`src/rtl/instr_split_queue.sv`:
```
// Instruction queue: DEPTH-entry FIFO of {instr, pc} with MIPS field decode of the head entry.
// Optional macro SPLIT_IMM_EXT_EN enables opcode-dependent imm32 extension; otherwise imm32 is 0.
module instr_split_queue #(
    parameter int DEPTH = 2,
    parameter int CNT_W = $clog2(DEPTH + 1)
) (
    input  logic             clk,
    input  logic             reset,
    input  logic             flush,
    input  logic             in_valid,
    output logic             in_ready,
    input  logic [31:0]      instr,
    input  logic [31:0]      pc,
    output logic             out_valid,
    input  logic             out_ready,
    output logic [31:0]      out_pc,
    output logic [5:0]       opcode,
    output logic [4:0]       rs,
    output logic [4:0]       rt,
    output logic [4:0]       rd,
    output logic [4:0]       shamt,
    output logic [5:0]       funct,
    output logic [15:0]      imm16,
    output logic [25:0]      imm26,
    output logic [31:0]      imm32,
    output logic [CNT_W-1:0] count
);

    localparam int PTR_W = (DEPTH > 1) ? $clog2(DEPTH) : 1;

    logic [31:0]      instr_mem_q [DEPTH];
    logic [31:0]      pc_mem_q    [DEPTH];
    logic [PTR_W-1:0] wr_ptr_q, wr_ptr_d;
    logic [PTR_W-1:0] rd_ptr_q, rd_ptr_d;
    logic [CNT_W-1:0] count_q, count_d;
    logic             push, pop;
    logic [31:0]      head_instr;

    function automatic logic [PTR_W-1:0] ptr_inc(input logic [PTR_W-1:0] p);
        return (p == PTR_W'(DEPTH - 1)) ? '0 : p + PTR_W'(1);
    endfunction

    assign in_ready  = (count_q < CNT_W'(DEPTH));
    assign out_valid = (count_q != '0);
    assign push      = in_valid && in_ready;
    assign pop       = out_valid && out_ready;
    assign count     = count_q;

    // NOTE: every variable gets a default first so this block can never infer a latch.
    always_comb begin
        wr_ptr_d = wr_ptr_q;
        rd_ptr_d = rd_ptr_q;
        count_d  = count_q;
        if (flush) begin
            wr_ptr_d = '0;
            rd_ptr_d = '0;
            count_d  = '0;
        end else begin
            if (push) wr_ptr_d = ptr_inc(wr_ptr_q);
            if (pop)  rd_ptr_d = ptr_inc(rd_ptr_q);
            case ({push, pop})
                2'b10:   count_d = count_q + CNT_W'(1);
                2'b01:   count_d = count_q - CNT_W'(1);
                default: count_d = count_q;
            endcase
        end
    end

    // NOTE: state registers use non-blocking assignments so all of them update together at the edge.
    always_ff @(posedge clk) begin
        if (reset) begin
            wr_ptr_q <= '0;
            rd_ptr_q <= '0;
            count_q  <= '0;
        end else begin
            wr_ptr_q <= wr_ptr_d;
            rd_ptr_q <= rd_ptr_d;
            count_q  <= count_d;
        end
    end

    // NOTE: storage is deliberately not reset; an empty queue masks its outputs to zero instead.
    always_ff @(posedge clk) begin
        if (push) begin
            instr_mem_q[wr_ptr_q] <= instr;
            pc_mem_q[wr_ptr_q]    <= pc;
        end
    end

    assign head_instr = out_valid ? instr_mem_q[rd_ptr_q] : '0;
    assign out_pc     = out_valid ? pc_mem_q[rd_ptr_q]    : '0;

    assign opcode = head_instr[31:26];
    assign rs     = head_instr[25:21];
    assign rt     = head_instr[20:16];
    assign rd     = head_instr[15:11];
    assign shamt  = head_instr[10:6];
    assign funct  = head_instr[5:0];
    assign imm16  = head_instr[15:0];
    assign imm26  = head_instr[25:0];

`ifdef SPLIT_IMM_EXT_EN
    // lui places imm16 high; logical immediates zero-extend; everything else sign-extends.
    always_comb begin
        case (opcode)
            6'h0F:             imm32 = {imm16, 16'h0000};
            6'h0C, 6'h0D, 6'h0E: imm32 = {16'h0000, imm16};
            default:           imm32 = {{16{imm16[15]}}, imm16};
        endcase
    end
`else
    assign imm32 = '0;
`endif

endmodule

```
`config.mk`:
```
export PLATFORM = sky130hd
export DESIGN_NAME = instr_split_queue
export DESIGN_NICKNAME = d
export VERILOG_FILES = /design/src/rtl/instr_split_queue.sv
export SDC_FILE = /design/constraint.sdc
export NUM_CORES = 1
export LEC_CHECK = 0
export ABC_CLOCK_PERIOD_IN_PS = 4000
export BUFFER_PORTS_ARGS = -buffer_cell sky130_fd_sc_hd__buf_4
export CORE_UTILIZATION = 49
export DETAILED_ROUTE_END_ITERATION = 10
export HOLD_SLACK_MARGIN = 0.06
export PLACE_DENSITY = 0.8
export SLEW_MARGIN = 20
export SYNTH_ARGS = -nofsm -noshare
export SYNTH_HDL_FRONTEND = slang
export SYNTH_SLANG_ARGS = --single-unit
```
`constraint.sdc`:
```
create_clock -name clk -period 4 [get_ports clk]
set_input_delay 0.4 -clock clk [delete_from_list [all_inputs] [get_ports clk]]
set_output_delay 0.4 -clock clk [all_outputs]
set_load 0.02 [all_outputs]
```
After elaboration in Yosys (flattened, before gate mapping). Memory sizes are Yosys's and may differ from the RTL's. A register that Yosys moved wholly into a read port is not among the register bits. Cells that the tools add are included.

Bitwise operators: 0. Equality and inequality tests: 2. Multiply operators: 0. $add $sub $neg: 4. Shift-type cells: 0. Reduce and logical (&&, ||, !) cells: 5. Order comparisons: 1. Div/mod/pow operators: 0. Muxes and demuxes: 11.

Operators by type and width (number): 32-bit two-way mux (2); 1-bit two-way mux (8); 2-bit case mux with 2 select lines (1); 2-bit nonzero test (2); 1-bit adder, second input constant (2); 2-bit by 1-bit adder with 2-bit output, second input constant (1); 2-bit by 1-bit equality test with 1-bit output, second input constant (1); 2-bit equality test, second input constant (1); 1-bit logical AND (2); 2-bit < comparator, second input constant (1); 2-bit OR reduction (1); 2-bit by 1-bit subtractor with 2-bit output, second input constant (1).

Memories: 2. Bits of input ports: 69. Memory bits (read-only): 0. Word-level logic and storage cells: 28. Flip-flop bits (word level): 4. Output and inout port bits: 142. Bits in latches: 0. RAM bits: 128.

Memories: instr_mem_q (depth 2, bits a word 32, rd ports 1, clocked after memory_dff 1, wr ports 1, line 31) `logic [31:0] instr_mem_q [DEPTH];`; pc_mem_q (depth 2, bits a word 32, rd ports 1, clocked after memory_dff 1, wr ports 1, line 32) `logic [31:0] pc_mem_q [DEPTH];`.

Longest topological paths before layout. Gate-level depths: netlist of the first run.

Word-level depth: 4. Mapped depth: 6. Gate-level depth less buffers: 6.

Least setup slack after synthesis of the first run. No wires, ideal clock.

Kind: reg-to-reg. Start point: reg count_q[1] (netlist: count[1]). End point: mem instr_mem_q[0][0] (enable). Path buffers: 0. Cell stages (with the launch flop): 3. Period minus slack after synthesis: 3.789 ns. Data arrival time: 3.303 ns. Setup slack: 0.211 ns. Path through: dfxtp_1 -> nand2b_1 -> nor2_1.

Word-level cells in the longest chain between the ends: 4.

RTL lines: start: declaration (line 35) `logic [CNT_W-1:0] count_q, count_d;`; start signal: assignment (line 78) `count_q <= count_d;`; 2-bit < comparator (line 43) `assign in_ready = (count_q < CNT_W'(DEPTH));`; 1-bit logical AND (line 45) `assign push = in_valid && in_ready;`; 1-bit two-way mux (line 84) `if (push) begin`; 1-bit two-way mux (implied by the code) (line 85) `instr_mem_q[wr_ptr_q] <= instr;`; end: declaration (line 31).

Every way passes these cells.

Worst setup path in the final report of the first run.
Start point: reg count_q[1] (netlist: count[1]). End point: out funct[0].

Word-level cells in the longest chain between the ends: 2.

RTL lines: 2-bit nonzero test (line 44) `assign out_valid = (count_q != '0);`; 32-bit two-way mux (line 90) `assign head_instr = out_valid ? instr_mem_q[rd_ptr_q] : '0;`; end: declaration (line 22) `output logic [5:0] funct,`.

Every way passes these cells.

==> summary.md, run 1 <==
| Metric | Value |
|---|---|
| CP endpoint kind | `output port` |
| Post-route cell area | `about 0.0072 mm2` |
| Final number of setup-violating endpoints | `0` |
| Largest fanout on the critical path | `40` |
| Capturing point of the worst reg2reg path | `pc_mem_q[1][11]$_DFFE_PP_` |
| Final period demand of the worst path | `around 2700 ps` |
| First DRT Iteration DRCs | `138` |
| Simple-gate share of the synthesized area | `0.05132` |
| Synth-to-layout area growth | `29.27%` |
| Clock Path Buffers | `2` |
| Top-count cell post-synth | `edfxtp_1` |
| Post-cts hold buffer count | `0` |
| Drt via density | `a little under 5` |
| Max-slew headroom | `0.3753` |
| Number of buffers created by CTS | `17` |
| First-pass GRT wire length | `between 15 and 20 mm` |
| Psw | `between 0.8 and 0.9 mW` |
| Total gr overflow | `0` |
| Yosys Warn Count | `0` |
| Diodes inserted | `0` |
| Cell area power density | `between 400 and 500 mW/mm2` |
| Initial core utilization | `0.5083` |
| Syn avg cell area | `roughly 15 um2` |
| Clock latency on the worst-skew pair | `about 400 ps` |
| Gr usage total | `0.1792` |
| CTS sink cnt | `133` |
| Dpl hpwl | `slightly below 7 mm` |
| Core Box Area | `~0.011 mm2` |
| Synth top area cells | `edfxtp_1 69%, mux2i_1 11%, buf_4 10%` |
| Pins Over Slew Limit | `0` |
| DR WL/cell | `between 15 and 20 um` |
| Asr flop ratio synth | `0` |
| Worst Hold Depth | `1` |
| Largest net degree at the start of global routing | `65` |
| Synth Area in Compound Gates | `0.003138` |
| Reg2Reg Depth | `3` |
| Flop pwr share | `0.464` |
| Post-CTS Setup Repair Bufs | `0` |
| Placer Congestion | `0.7396` |
| Tightest Pin Transition | `about 930 ps` |
| Worst EP required | `roughly 3600 ps` |
| Final wirelength | `approximately 10 mm` |
| Leak | `around 2.8 nW` |
| Post-route core utilization | `0.6571` |
| Via count | `3235` |
| Outcome | `completed` |
| Nets | `584` |
| Post-synth EDFFs | `between 100 and 150` |
| Final Hold Violating Endpoints | `0` |
| Crit path from | `count[1]$_SDFFE_PP0P_` |
| Hold wc startpoint | `instr[22]` |
| Setup TNS | `0 ps` |
| Worst Setup Start Kind | `flip-flop` |
| Power Internal | `roughly 2.7 mW` |
| First-pass iteration count of the detailed router | `4` |
| RSZ-0062 raised after global routing | `false` |
| Number of cell rows | `38` |
| Io pins | `~210` |
| R2r setup slk | `1860 ps` |
| Synth Area in Adders | `0.002241` |
| Gate Count Post-Synth | `370` |
| Largest family of logic cells by synthesized area | `buffers and inverters` |
| CTS root buf | `clkbuf_16` |
| Die width | `108.7 um` |
| Switching share of total power | `0.2341` |
| Post-synthesis sequential area ratio | `0.7064` |
| Area post-placement | `0.006621 mm2` |
| Part of the power in the clock network | `0.419` |
| PortBufs | `178` |
| Clk_skew | `about 5.5 ps` |
| Hold endpoint | `instr_mem_q[1][22]$_DFFE_PP_` |
| Peak Freq | `approximately 370 MHz` |
| Setup Crit Path Kind | `reg -> out` |
| Clock Pin Slew Worst Setup and Hold Paths | `roughly 60 ps` |
| FF+latch count, synth | `~130` |
| Mux cell area share after synthesis | `0.1147` |
| CTS tree | `built` |
| Post-cts sizing count | `0` |
| Max Cap Violations | `0` |
| Ratio of cells with drive above 1 in the final layout | `0.4061` |
| Ys flop type | `edfxtp_1` |
| CTS H-tree depth | `4` |
| XOR/XNOR Fraction of Synth Area | `0.006275` |
| Tcrit/Tclk final | `0.6685` |
| Post-Syn Area | `approximately 0.0056 mm2` |
| Largest area contributor in the netlist | `edfxtp_1` |
| Min-Delay Path Class | `in -> reg` |
| Yosys cell types | `18` |
| Combinational share of power | `0.116` |
| Remaining antenna violation count | `0` |
| Maximum VDD drop | `about 0.29 mV` |
| Vias in the first global route | `3134` |
| Data arrival, critical path | `2270 ps` |
| Die ar. | `roughly 0.012 mm2` |
| Initial antenna violation count | `0` |
| Worst r2r src | `count[1]$_SDFFE_PP0P_` |
| Top cell type's share of synthesized area | `0.6885` |
| Die Height | `~110 um` |
| Commonest cells post-synth | `128 x edfxtp_1, 77 x buf_4, 66 x nor2_1` |
| Remaining DRCs | `0` |
## kinds of logic (layout without fill, tap and decap cells)
group / Yosys count / count (layout)
AOI/OAI and AO/OA: 3 / 3
xor gates and xnor gates: 4 / 4
adders and majority gates: 1 / 1
buffers and inverters: 91 / 217
DFF: 133 / 133
muxes: 64 / 64
other: 1 / 32
and+or+nand+nor: 73 / 73
## critical path, cell delays in order, from the launching register on
cell     delay (ps)
dfxtp_1         370
nor2_4          750
buf_4           420
nor2_1          130
buf_4           180
## flip-flops by register name, indices dropped and copies added, names as in the netlist, named ones only
register     count
count            2
instr_mem_q     64
pc_mem_q        64
rd_ptr_q         1
wr_ptr_q         1
## layer usage
layer  vias up  GRT usage  routed length (um)
met5         -          0                   0
met2       169     0.3250                5543
li1       1499          -                   -
met1      1553     0.1849                3821
met3        14    0.06216                 867
met4         0    0.08205                 163
## power by group through the flow
stage	sequential (mW)	clock (mW)	combinational, mW
after floorplan	1.65	0	0.277
after global placement	1.65	0	0.395
after detailed placement	1.66	0	0.403
after CTS	1.63	1.49	0.405
after global routing	1.63	1.54	0.440
final	1.62	1.47	0.406
## cells in the final DEF, fill, tap and decap left out, types with 4 or more instances in the layout
cell and count:
nor3_1 4, conb_1 32, clkbuf_16 17, clkinv_4 4, buf_4 181, edfxtp_1 128
mux2i_1 64, dfxtp_1 4, nor2_1 64
## layout make-up
class                      count  area [um2]
sequential                   133        3948
tap                          140       175.2
inverter                       3       11.26
clock inverter                13       135.1
timing repair buffer         182        1386
multi-input combinational    177        1129
clock buffer                  19       432.9
fill                         785        3766
## how the worst max path moves through the flow
stage / to / slack, ps / depth (start not counted)
4_1_cts: funct[0] / 1260 / 4
5_1_grt: funct[1] / 1130 / 4
3_5_place_dp: funct[0] / 1700 / 4
6_report: funct[0] / 1330 / 4
2_1_floorplan: instr_mem_q[0][0]$_DFFE_PP_ / 210 / 2
3_3_place_gp: funct[0] / 1740 / 4
## stage by stage
step	worst slack (ps)	total power, mW	hold WS, ps	cells
after floorplan	211.0	1.926	472.8	401
after global placement	1737	2.048	547.0	634
after detailed placement	1699	2.060	551.9	634
after CTS	1260	3.523	168.5	666
after global routing	1128	3.608	163.9	667
final	1326	3.495	181.2	667
(Power assumes the default switching activity.)
==> run 2, diff against run 1 <==
Settings changed: ABC_CLOCK_PERIOD_IN_PS 4000 to 2600.
Clock period 4 ns to 2.6 ns, I/O delays scaled along.
==> run 2 against run 1 <==
- sequential power increased by 54%
- register-to-register slack got worse by 1600 ps
- final area increased by 9.9%
- critical endpoint is now count[1]$_SDFFE_PP0P_
- utilization increased by 6.5 points
- first-iteration DRC count increased by 33%
- largest power group unchanged
- via count increased by 8.7%
- critical path type is now reg -> reg
==> summary.md, run 2 (same netlist as run 1, synthesis figures left out) <==
| Metric | Value |
|---|---|
| Switching share of total power | `0.2390 (was 0.2341)` |
| # fillers | `682 (was 785)` |
| Part of the power in the clock network | `0.400 (was 0.419)` |
| Peak Freq | `421.4 MHz` |
| PnR Total Power | `5.379 mW (was 3.495 mW)` |
| Ratio of cells with drive above 1 in the final layout | `0.3630 (was 0.4061)` |
| Combinational share of power | `0.136 (was 0.116)` |
| Leak | `3.143 nW (was 2.843 nW)` |
| Initial core utilization | `0.5083 (unchanged)` |
| Via count | `3518 (was 3235)` |
| Placer Congestion | `0.7415 (was 0.7396)` |
| Initial antenna violation count | `0 (unchanged)` |
| Total gr overflow | `0 (unchanged)` |
| DR WL/cell | `15.80 um (was 15.59 um)` |
| Tcrit/Tclk final | `0.9126` |
| Max stage delay on crit path | `590 ps (was 750 ps)` |
| Clock Pin Slew Worst Setup and Hold Paths | `50 ps (was 60 ps)` |
| Vias in the first global route | `3549 (was 3134)` |
| Tightest Pin Transition | `568.0 ps (was 934.8 ps)` |
| CTS sink cnt | `133 (unchanged)` |
| Most frequent cells in the layout | `178 x buf_4, 128 x edfxtp_1, 67 x dlygate4sd3_1 (was 181 x buf_4, 128 x edfxtp_1, 64 x mux2i_1, 64 x nor2_1, 32 x conb_1)` |
| Outcome | `completed (unchanged)` |
| CP endpoint kind | `flip-flop (was output port)` |
| Max Cap Violations | `0 (unchanged)` |
| Footprint of the multi-input gates | `0.001129 mm2 (unchanged)` |
| Maximum VDD drop | `0.4953 mV (was 0.2907 mV)` |
| Gr usage total | `0.2034 (was 0.1792)` |
| Power Internal | `4.093 mW (was 2.677 mW)` |
| Die Height | `108.7 um (unchanged)` |
| Remaining antenna violation count | `0 (unchanged)` |
| Setup Crit Path Kind | `reg -> reg (was reg -> out)` |
| Io pins | `211 (unchanged)` |
| Final Hold Violating Endpoints | `0 (unchanged)` |
| Number of buffers created by CTS | `17 (unchanged)` |
| Psw | `1.286 mW (was 0.8182 mW)` |
| Number of cell rows | `38 (unchanged)` |
| Core Box Area | `0.01098 mm2 (unchanged)` |
| Commonest non-fill, non-tap cell in the layout | `buf_4 (unchanged)` |
| Die ar. | `0.01182 mm2 (unchanged)` |
| Drt via density | `4.786 (was 4.850)` |
| Clock Path Buffers | `2 (unchanged)` |
| CTS H-tree depth | `4 (unchanged)` |
| Post-cts sizing count | `0 (unchanged)` |
| Min-Delay Path Class | `in -> reg (unchanged)` |
| Clock latency on the worst-skew pair | `410 ps (was 400 ps)` |
| Max-slew headroom | `0.6204 (was 0.3753)` |
| Nets | `653 (was 584)` |
| Worst EP required | `2940 ps (was 3600 ps)` |
| Largest net degree at the start of global routing | `52 (was 65)` |
| Largest fanout on the critical path | `7 (was 40)` |
| CP Cell Sequence | `o21ai_0, inv_1, ha_1, or3_1, a211oi_1, dlygate4sd3_1 (was nor2_4, buf_4, nor2_1, buf_4)` |
| Final number of setup-violating endpoints | `0 (unchanged)` |
| Crit-path slowest cell | `dlygate4sd3_1 (was nor2_4)` |
| Remaining DRCs | `0 (unchanged)` |
| Final wirelength | `11.61 mm (was 10.40 mm)` |
| PortBufs | `178 (unchanged)` |
| Clk_skew | `4.410 ps (was 5.522 ps)` |
| Dpl hpwl | `7.002 mm (was 6.787 mm)` |
| Synth-to-layout area growth | `42.02% (was 29.27%)` |
| Final period demand of the worst path | `about 2400 ps` |
| Data arrival, critical path | `2720 ps (was 2270 ps)` |
| Register area | `0.003948 mm2 (unchanged)` |
| First-pass iteration count of the detailed router | `5 (was 4)` |
| RSZ-0062 raised after global routing | `false (unchanged)` |
| Worst Setup Start Kind | `flip-flop (unchanged)` |
| First DRT Iteration DRCs | `183 (was 138)` |
| Die width | `108.7 um (unchanged)` |
| First-pass GRT wire length | `17.55 mm (was 15.31 mm)` |
| CTS tree | `built (unchanged)` |
| Setup TNS | `0 ps (unchanged)` |
| Pins Over Slew Limit | `0 (unchanged)` |
| Cell area power density | `678.4 mW/mm2 (was 484.2 mW/mm2)` |
| CTS root buf | `clkbuf_16 (unchanged)` |
| Diodes inserted | `0 (unchanged)` |
| Flop pwr share | `0.464 (about the same)` |
run 2: changes by cell type in the layout (fill, tap and decap cells not counted):
cell	change
inv_6	+2
clkinv_2	+1
clkbuf_1	-1
dlygate4sd3_1	+67
bufinv_16	-1
buf_12	+6
clkinv_4	-2
buf_16	-1
buf_4	-3
run 2: worst max-delay path, delay by kind of cell, from the launching register on:
kind | cells | cell delay, ps
AO/OA/AOI/OAI | 2 | 550
adder cells (fa/ha/maj) | 1 | 330
flip-flops | 1 | 380
AND/OR/NAND/NOR | 1 | 370
buffers and inverters | 2 | 690
run 2: worst paths after layout:
| check | cells past startpoint | start | slack, ps | end |
|---|---|---|---|---|
| max | 6 | count[1]$_SDFFE_PP0P_ | 230 | count[1]$_SDFFE_PP0P_ |
| min reg2reg | 2 | rd_ptr_q$_SDFFE_PP0P_ | 580 | rd_ptr_q$_SDFFE_PP0P_ |
| max reg2reg | 6 | count[1]$_SDFFE_PP0P_ | 230 | count[1]$_SDFFE_PP0P_ |
| min | 4 | in_valid | 340 | wr_ptr_q$_SDFFE_PP0P_ |
run 2: layer usage:
| metal | share of wire | up-vias | global-route usage |
|---|---|---|---|
| li1 | - | 1641 | - |
| met1 | 0.37 | 1681 | 0.2128 |
| met2 | 0.54 | 178 | 0.3834 |
| met3 | 0.069 | 18 | 0.06276 |
| met4 | 0.015 | 0 | 0.06757 |
| met5 | 0 | - | 0 |
run 2: per-stage QoR:
stage                     area [um2]  std cells  setup slack [ps]  utilization  hold WS, ps
final                           7929        735             227.2       0.7219        342.9
after global routing            7929        735             106.1       0.7219        369.3
after CTS                       7929        735             269.4       0.7219        324.5
after detailed placement        6719        637             821.3       0.6118        447.3
after global placement          6719        637             914.8       0.6118        444.9
after floorplan                 5708        401             578.8            -        332.8
run 2: layout make-up:
type | count | area share
Tap cell | 140 | 0.02209
Sequential cell | 133 | 0.4979
Inverter | 3 | 0.001420
Timing Repair Buffer | 251 | 0.2683
Clock buffer | 18 | 0.05413
Multi-Input combinational cell | 177 | 0.1423
Clock inverter | 13 | 0.01389
run 2: timing repair:
| action | 4_1_cts | 5_1_grt |
|---|---|---|
| hold buffers | 67 | 0 |
| hold endpoints to repair | 133 | 0 |
| buffers inserted | 0 | 0 |
run 2: power groups by stage:
| stage | Sequential, mW | Combinational [mW] | Clock, mW |
|---|---|---|---|
| 6_report | 2.50 | 0.733 | 2.15 |
| 5_1_grt | 2.50 | 0.787 | 2.27 |
| 4_1_cts | 2.50 | 0.734 | 2.18 |
| 3_5_place_dp | 2.54 | 0.650 | 0 |
| 3_3_place_gp | 2.53 | 0.638 | 0 |
| 2_1_floorplan | 2.53 | 0.427 | 0 |
